$ cat src/rtl/pipeline_hazard_unit.sv
`default_nettype none
// ============================================================================
//  Module      : pipeline_hazard_unit
//  Description : Hazard and forwarding controller for the 4-stage-plus-WB
//                CPU pipeline.
//                - Zero-latency EX operand forwarding (EX/MEM over MEM/WB),
//                  with optional register-0 suppression.
//                - Load-use stall sequencing of LOAD_LAT cycles.
//                - Redirect flushing of FLUSH_DEPTH cycles.
//                - Sticky halt state, left only through reset.
//                - Saturating stall / flush event counters.
//  Ports       : clk, reset (sync, active-high)
//                id_*  : ID-stage sources and use flags
//                ex_*  : EX-stage sources, destination, write/load flags
//                mem_* / wb_* : downstream destinations and write enables
//                redirect, halt_in : control events
//                fwd_a, fwd_b : operand selects (0 RF, 1 MEM/WB, 2 EX/MEM)
//                pc_write, ifid_write, idex_bubble, ifid_flush, halted
//                stall_cnt, flush_cnt : saturating event counters
//  Revision    : 1.0 - initial release
// ============================================================================
module pipeline_hazard_unit #(
   parameter int AW          = 2,
   parameter int LOAD_LAT    = 1,
   parameter int FLUSH_DEPTH = 1,
   parameter int CNT_W       = 16,
   parameter int ZERO_REG_EN = 0
) (
   input  logic             clk,
   input  logic             reset,
   input  logic [AW-1:0]    id_rs1,
   input  logic [AW-1:0]    id_rs2,
   input  logic             id_use_rs1,
   input  logic             id_use_rs2,
   input  logic [AW-1:0]    ex_rs1,
   input  logic [AW-1:0]    ex_rs2,
   input  logic [AW-1:0]    ex_rd,
   input  logic             ex_reg_write,
   input  logic             ex_mem_read,
   input  logic [AW-1:0]    mem_rd,
   input  logic             mem_reg_write,
   input  logic [AW-1:0]    wb_rd,
   input  logic             wb_reg_write,
   input  logic             redirect,
   input  logic             halt_in,
   output logic [1:0]       fwd_a,
   output logic [1:0]       fwd_b,
   output logic             pc_write,
   output logic             ifid_write,
   output logic             idex_bubble,
   output logic             ifid_flush,
   output logic             halted,
   output logic [CNT_W-1:0] stall_cnt,
   output logic [CNT_W-1:0] flush_cnt
);

   // Remaining cycles after the first one of a stall / flush sequence.
   localparam logic [2:0] C_STALL_RELOAD = 3'(LOAD_LAT - 1);
   localparam logic [2:0] C_FLUSH_RELOAD = 3'(FLUSH_DEPTH - 1);

   typedef enum logic [1:0] {
      ST_RUN    = 2'd0,
      ST_STALL  = 2'd1,
      ST_FLUSH  = 2'd2,
      ST_HALTED = 2'd3
   } state_t;

   state_t           r_state, w_state_next;
   logic [2:0]       r_cnt, w_cnt_next;
   logic [CNT_W-1:0] r_stall_cnt, r_flush_cnt;
   logic             w_hazard, w_stall_evt, w_flush_evt;

   // ------------------------------------------------------------------------
   // Forwarding
   // ------------------------------------------------------------------------
   function automatic logic [1:0] fwd_sel(input logic [AW-1:0] src);
      if (ZERO_REG_EN != 0 && src == '0)
         return 2'd0;
      else if (mem_reg_write && mem_rd == src)
         return 2'd2;
      else if (wb_reg_write && wb_rd == src)
         return 2'd1;
      else
         return 2'd0;
   endfunction

   always_comb begin
      fwd_a = 2'd0;
      fwd_b = 2'd0;
      if (!reset) begin
         fwd_a = fwd_sel(ex_rs1);
         fwd_b = fwd_sel(ex_rs2);
      end
   end

   // ------------------------------------------------------------------------
   // Load-use detection
   // ------------------------------------------------------------------------
   always_comb begin
      w_hazard = ex_mem_read && ex_reg_write &&
                 ((id_use_rs1 && id_rs1 == ex_rd) ||
                  (id_use_rs2 && id_rs2 == ex_rd));
      if (ZERO_REG_EN != 0 && ex_rd == '0)
         w_hazard = 1'b0;
   end

   // ------------------------------------------------------------------------
   // Control FSM
   // ------------------------------------------------------------------------
   always_ff @(posedge clk) begin
      if (reset) begin
         r_state <= ST_RUN;
         r_cnt   <= 3'd0;
      end else begin
         r_state <= w_state_next;
         r_cnt   <= w_cnt_next;
      end
   end

   // r_cnt holds the cycles still owed after the current one, so the
   // sequence ends when the current cycle sees a count of 1.
   always_comb begin
      w_state_next = r_state;
      w_cnt_next   = r_cnt;
      pc_write     = 1'b1;
      ifid_write   = 1'b1;
      idex_bubble  = 1'b0;
      ifid_flush   = 1'b0;
      w_stall_evt  = 1'b0;
      w_flush_evt  = 1'b0;

      if (reset) begin
         w_state_next = ST_RUN;
         w_cnt_next   = 3'd0;
      end else begin
         case (r_state)
            ST_RUN, ST_STALL: begin
               if (redirect) begin
                  // A redirect cancels any pending stall.
                  ifid_flush  = 1'b1;
                  idex_bubble = 1'b1;
                  w_flush_evt = 1'b1;
                  if (FLUSH_DEPTH > 1) begin
                     w_state_next = ST_FLUSH;
                     w_cnt_next   = C_FLUSH_RELOAD;
                  end else begin
                     w_state_next = ST_RUN;
                     w_cnt_next   = 3'd0;
                  end
               end else if (r_state == ST_STALL) begin
                  pc_write    = 1'b0;
                  ifid_write  = 1'b0;
                  idex_bubble = 1'b1;
                  w_stall_evt = 1'b1;
                  w_cnt_next  = r_cnt - 3'd1;
                  if (r_cnt <= 3'd1)
                     w_state_next = ST_RUN;
               end else if (w_hazard) begin
                  pc_write    = 1'b0;
                  ifid_write  = 1'b0;
                  idex_bubble = 1'b1;
                  w_stall_evt = 1'b1;
                  if (LOAD_LAT > 1) begin
                     w_state_next = ST_STALL;
                     w_cnt_next   = C_STALL_RELOAD;
                  end
               end else if (halt_in) begin
                  // HLT itself advances; only instruction fetch freezes.
                  pc_write     = 1'b0;
                  w_state_next = ST_HALTED;
               end
            end

            ST_FLUSH: begin
               ifid_flush = 1'b1;
               if (redirect) begin
                  idex_bubble = 1'b1;
                  w_flush_evt = 1'b1;
                  w_cnt_next  = C_FLUSH_RELOAD;
               end else begin
                  w_cnt_next = r_cnt - 3'd1;
                  if (r_cnt <= 3'd1)
                     w_state_next = ST_RUN;
               end
            end

            ST_HALTED: begin
               pc_write    = 1'b0;
               ifid_write  = 1'b0;
               idex_bubble = 1'b1;
            end

            default: begin
               w_state_next = ST_RUN;
               w_cnt_next   = 3'd0;
            end
         endcase
      end
   end

   // ------------------------------------------------------------------------
   // Saturating event counters
   // ------------------------------------------------------------------------
   always_ff @(posedge clk) begin
      if (reset) begin
         r_stall_cnt <= '0;
         r_flush_cnt <= '0;
      end else begin
         if (w_stall_evt && r_stall_cnt != '1)
            r_stall_cnt <= r_stall_cnt + CNT_W'(1);
         if (w_flush_evt && r_flush_cnt != '1)
            r_flush_cnt <= r_flush_cnt + CNT_W'(1);
      end
   end

   // Reset values must be visible in the same cycle reset is asserted.
   assign halted    = (r_state == ST_HALTED) && !reset;
   assign stall_cnt = reset ? '0 : r_stall_cnt;
   assign flush_cnt = reset ? '0 : r_flush_cnt;

endmodule
`default_nettype wire
$ cat config.mk
export PLATFORM = sky130hd
export DESIGN_NAME = pipeline_hazard_unit
export DESIGN_NICKNAME = d
export VERILOG_FILES = /design/src/rtl/pipeline_hazard_unit.sv
export SDC_FILE = /design/constraint.sdc
export NUM_CORES = 1
export LEC_CHECK = 0
export ABC_AREA = 0
export CORE_MARGIN = 1
export CORE_UTILIZATION = 48
export CTS_CLUSTER_SIZE = 14
export DETAILED_ROUTE_END_ITERATION = 6
export PLACE_DENSITY_LB_ADDON = 0.25
export SLEW_MARGIN = 10
export SYNTH_ARGS = -nofsm -noshare
export SYNTH_HDL_FRONTEND = slang
export SYNTH_SLANG_ARGS = --single-unit
$ cat constraint.sdc
create_clock -name clk -period 2.55 [get_ports clk]
set_input_delay 0.255 -clock clk [delete_from_list [all_inputs] [get_ports clk]]
set_output_delay 0.255 -clock clk [all_outputs]
set_load 0.02 [all_outputs]
# Word level (Yosys, flattened, before mapping)

Cells that the tools add are included.

Memories: 0
RAM bits: 0
Register bits after elaboration: 37
Input port bits: 24
Latch bits: 0
Logic and storage cells: 85
ROM bits: 0

$lt $le $gt $ge: 1
Bitwise gates (word level): 0
Muxes and demuxes: 43
Add/subtract/negate cells: 3
Multiply operators: 0
Reductions and logical operators: 19
Div/mod/pow operators: 0
Shifts and indexed selects: 0
Equality and inequality tests: 15

Operators with widths:

| kind                                                 | number |
|---|---|
| adder 16 x 1 -> 16 bit (second input constant)       | 2 |
| 2-to-1 mux 16 bit                                    | 2 |
| inequality test 16 bit (second input constant)       | 2 |
| 2-to-1 mux 1 bit                                     | 22 |
| 2-to-1 mux 2 bit                                     | 10 |
| == test 2 bit                                        | 6 |
| logical AND 1 bit                                    | 11 |
| 2-to-1 mux 3 bit                                     | 3 |
| inequality test 4 bit (second input constant)        | 2 |
| one-hot mux 1 bit (2 select lines)                   | 3 |
| one-hot mux 3 bit (2 select lines)                   | 1 |
| == test 2 bit (second input constant)                | 2 |
| one-hot mux 2 bit (2 select lines)                   | 1 |
| AND reduction 4 bit                                  | 1 |
| <= comparator 3 x 1 -> 1 bit (second input constant) | 1 |
| inequality test 3 bit (second input constant)        | 1 |
| one-hot mux 1 bit (3 select lines)                   | 1 |
| OR reduction 3 bit                                   | 1 |
| subtractor 3 x 1 -> 3 bit (second input constant)    | 1 |
| == test 2 x 1 -> 1 bit (second input constant)       | 1 |
| logical NOT 2 bit                                    | 1 |
| inequality test 2 bit (second input constant)        | 1 |
| AND reduction 2 bit                                  | 1 |
| nonzero test 2 bit                                   | 1 |
| other kinds (3)                                      | 3 |

# Logic depth before layout (Yosys ltp)

Depth in word-level cells: 10
Gate-level depth with buffers: 6
Depth with buffers taken out: 6

# Worst setup path before layout

No wires, ideal clock.

Path type: input to output
Start: input reset
End: output fwd_b[0]
Data arrival time: 1705 ps
Data required time: 2295 ps
Stages: 3
Setup slack: 590 ps
Cell sequence: clkbuf_1 > nand2b_1 > a2111oi_0

Cells in the longest elaborated chain, start to end: 1

RTL lines:

| element          | RTL line | RTL |
|---|---|---|
| start, declared  | 30       | `input logic reset,` |
| 2-to-1 mux 2 bit | 90       | `if (!reset) begin` |
| end, declared    | 47       | `output logic [1:0] fwd_b,` |

Every way passes these cells.

# Worst setup path in the final report

Start: input ex_rd[0]
End: output idex_bubble

Cells in the longest elaborated chain, start to end: 9
Elaborated cells on any way between the ends: 11
Those cells by class: eq/ne: 2; mux: 5; reduce/logical: 4

RTL lines:

| element                              | RTL line | RTL |
|---|---|---|
| start, declared                      | 37       | `input logic [AW-1:0] ex_rd,` |
| == test 2 bit (on tied branches)     | 101, 102 |  |
| logical AND 1 bit (on tied branches) | 101, 102 |  |
| logical OR 1 bit *                   | 101      | `((id_use_rs1 && id_rs1 == ex_rd) \|\|` |
| logical AND 1 bit *                  | 100      | `w_hazard = ex_mem_read && ex_reg_write &&` |
| 2-to-1 mux 1 bit *                   | 158      | `end else if (w_hazard) begin` |
| 2-to-1 mux 1 bit *                   | 150      | `end else if (r_state == ST_STALL) begin` |
| 2-to-1 mux 1 bit *                   | 138      | `if (redirect) begin` |
| one-hot mux 1 bit (3 select lines) * | 136      | `case (r_state)` |
| 2-to-1 mux 1 bit *                   | 132      | `if (reset) begin` |
| end, declared                        | 50       | `output logic idex_bubble,` |

Every way passes the cells marked *; elsewhere a longest branch is shown, timed or not.

==> flow_summary.toml <==
[sta]
skew_ps = 5.02
grt_setup_unrepaired = "false"
hold_violations = 0
min_period_ps = 2380
holdWs_ps = 256
slew_viol_final = 0
tns_ps = 0
setup_violations = 0
timing.final.ws_setup_ps = 172
finalCritPeriodShare_pct = 93.3
max_clock_freq_mhz = 421
max_slew.worst_pin.slew_ps = 624
slew_headroom_pct = 58.4

[setup_path]
worst_r2r_endpoint = "r_stall_cnt[3]"
worstPathArrival_ps = 2120
r2r_cells = 4
criticalPathCategory = "in -> out"
crit_fanout = 4
startpoint_type = "input pin"
r2r_slack_ps = 530
regToRegStartpoint = "r_state[1]"
crit_path_end_kind = "output port"
critPathRequiredTime_ps = 2300

[power_and_ir_drop]
p_clk_share_pct = 43.2
p_comb_share_pct = 14.2
seqPwrFrac_pct = 42.6
intPower_w = 0.00107
sw_frac_of_total_pct = 23.9
p_total_w = 0.00141
vdd_drop_max_mv = 0.622
p_per_area_nw_per_um2 = 436
power.switching_w = 0.000337
power_leakage_nw = 1.15

[clock_network]
cts_buffers = 5
postCtsHoldBufs = 0
clk_pin_slew_ps = 80
htreeDepth = 2
cts_buffer_depth = 2
clkLatencyLatePin_ps = 290
cts.sink_count = 37
cts_tree = "built"
root_buffer = "clkbuf_8"
cts_setup_buffers = 0

[drt]
drc = 0
dr.first_iter.drc_count = 108
wl_mm = 5.40
vias = 2311
wl_per_cell_um = 12.6
ant_nets = 0
drtPass1Iterations = 4
via_per_inst = 5.41

[flow_run]
cap_violations = 0

[finish]
diodes = 0
syn_to_final_growth_pct = 36.3
layout_commonest_cell = "clkdlybuf4s50_1"
drive_above_1_share_pct = 10.6
nets = 387
register_area_um2 = 741
design_area_um2 = 3230
multi_input_area_um2 = 1540
nFillCells = 403
final_cell_mix = "clkdlybuf4s50_1, nor2_1, dfxtp_1"

[synth]
synth_seq_cells = 37
yosys.area.top_type = "dfxtp_1"
netlist_instances = 294
synth_edf_count = 0
synth_area_um2 = 2370
synth_top_area_share_pct = 31.2
yosysSeqAreaShare_pct = 31.2
yosys-top-cells-area = "dfxtp_1, mux2_2, nor2b_1"
synth_fp_nets = 322
yosysWarnings = 0
avgSynthCellArea_um2 = 8.07
async_flop_share_pct = 0
ys_types = 44
ys.flop_type = "dfxtp_1"

[grt]
grt_overflow_total = 0
grt_max_degree = 49
grt_pass1_vias = 2080
antenna_found_initial = 0
grt_pass1_wl_mm = 9.03
track_usage_pct = 21.5

[place]
gp_congestion = 0.804
port_buffers = 64
pre_cts_ws_ps = 77.5
hpwl_mm = 3.99
dpl_cell_area_um2 = 3090

[min_path]
min_path_cells = 2
hold_end = "r_cnt[1]"
hold_class = "in -> reg"
worstHoldStart = "reset"

[floorplan]
dieWidth_um = 72.3
io_pins = 65
fp.dieH_um = 72.3
start_util_pct = 49.9
fp.dieArea_um2 = 5230
rows = 25
core_um2 = 4750

[run_status]
status = "finished, final reports clean"
routing by layer:
layer	wire length [um]	track usage [%]
met5	0	0
met4	55	6.54
met3	200	5.00
met2	2780	39.0
met1	2370	25.0
cell type report:
| class | instances | share of cell area (%) |
|---|---|---|
| timing repair buffer | 70 | 21.2 |
| tap | 67 | 2.59 |
| clock inverter | 3 | 2.01 |
| inverter | 13 | 1.51 |
| sequential | 37 | 22.9 |
| multi-input combinational | 232 | 47.7 |
| clock buffer | 5 | 2.13 |
metrics by stage:
step / std cells / util (%)
global route: 427 / 68.0
finish: 427 / 68.0
global placement: 419 / 64.9
CTS: 427 / 67.8
floorplan: 294 / -
detailed placement: 419 / 64.9
sequential cells by signal (all words and copies together), names as in the netlist:
| register | count |
|---|---|
| r_state | 2 |
| r_cnt | 3 |
| r_flush_cnt | 16 |
| r_stall_cnt | 16 |
power by group through the flow:
| stage | clock, W | sequential [W] | combinational (W) |
|---|---|---|---|
| global route | 0.000642 | 0.000602 | 0.000219 |
| CTS | 0.000623 | 0.000600 | 0.000201 |
| detailed placement | 0 | 0.000614 | 0.000201 |
| finish | 0.000608 | 0.000600 | 0.000201 |
| global placement | 0 | 0.000613 | 0.000196 |
| floorplan | 0 | 0.000608 | 0.000122 |
synthesized netlist by cell type, drive strengths merged, types with 2 or more instances:
library cell and instances:
ha 4, nor3 13, nor4 4, nor2b 26
xor2 14, nand3 10, clkbuf 7, and4 5
nor2 41, a21oi 12, nand4 10, mux2 17
dfxtp 37, o31ai 3, buf 5, nand2b 3
a31oi 2, and3 3, or4 5, xnor2 7
o21ai 14, o2111ai 3, inv 13, a2111oi 5
nand2 16, nor4b 2
worst max-delay path by stage:
stage                              to  cells past startpoint  slack [ps]      start
after floorplan              fwd_b[0]                      3         590      reset
after detailed placement     pc_write                      7          80   ex_rd[0]
after global routing         fwd_a[0]                      5          50  ex_rs1[1]
after global placement     ifid_write                      7         140   ex_rd[0]
after CTS                    pc_write                      7          80   ex_rd[0]
final                     idex_bubble                      6         170   ex_rd[0]
logic make-up (layout without fill, tap and decap cells):
group | Yosys count | after routing | synth area share, %
xor+xnor | 21 | 21 | 7.75
compound gates | 47 | 47 | 13.4
simple gates | 143 | 143 | 33.3
mux | 17 | 17 | 8.07
fa+ha+maj | 4 | 4 | 2.11
buf+inv | 25 | 91 | 4.11
flops | 37 | 37 | 31.2
critical path: stages:
cell and delay (ps):
clkdlybuf4s50_1 470, xor2_2 220, nor3_4 260, o21ai_0 130, a21oi_1 150, clkdlybuf4s50_1 640
repair_timing:
| item | in CTS | in global routing |
|---|---|---|
| endpoints found under the setup margin | 0 | 2 |
| hold endpoints to repair | 0 | 0 |
| resized for setup | 0 | 3 |
No activity file was read; power rests on OpenSTA's default activity.
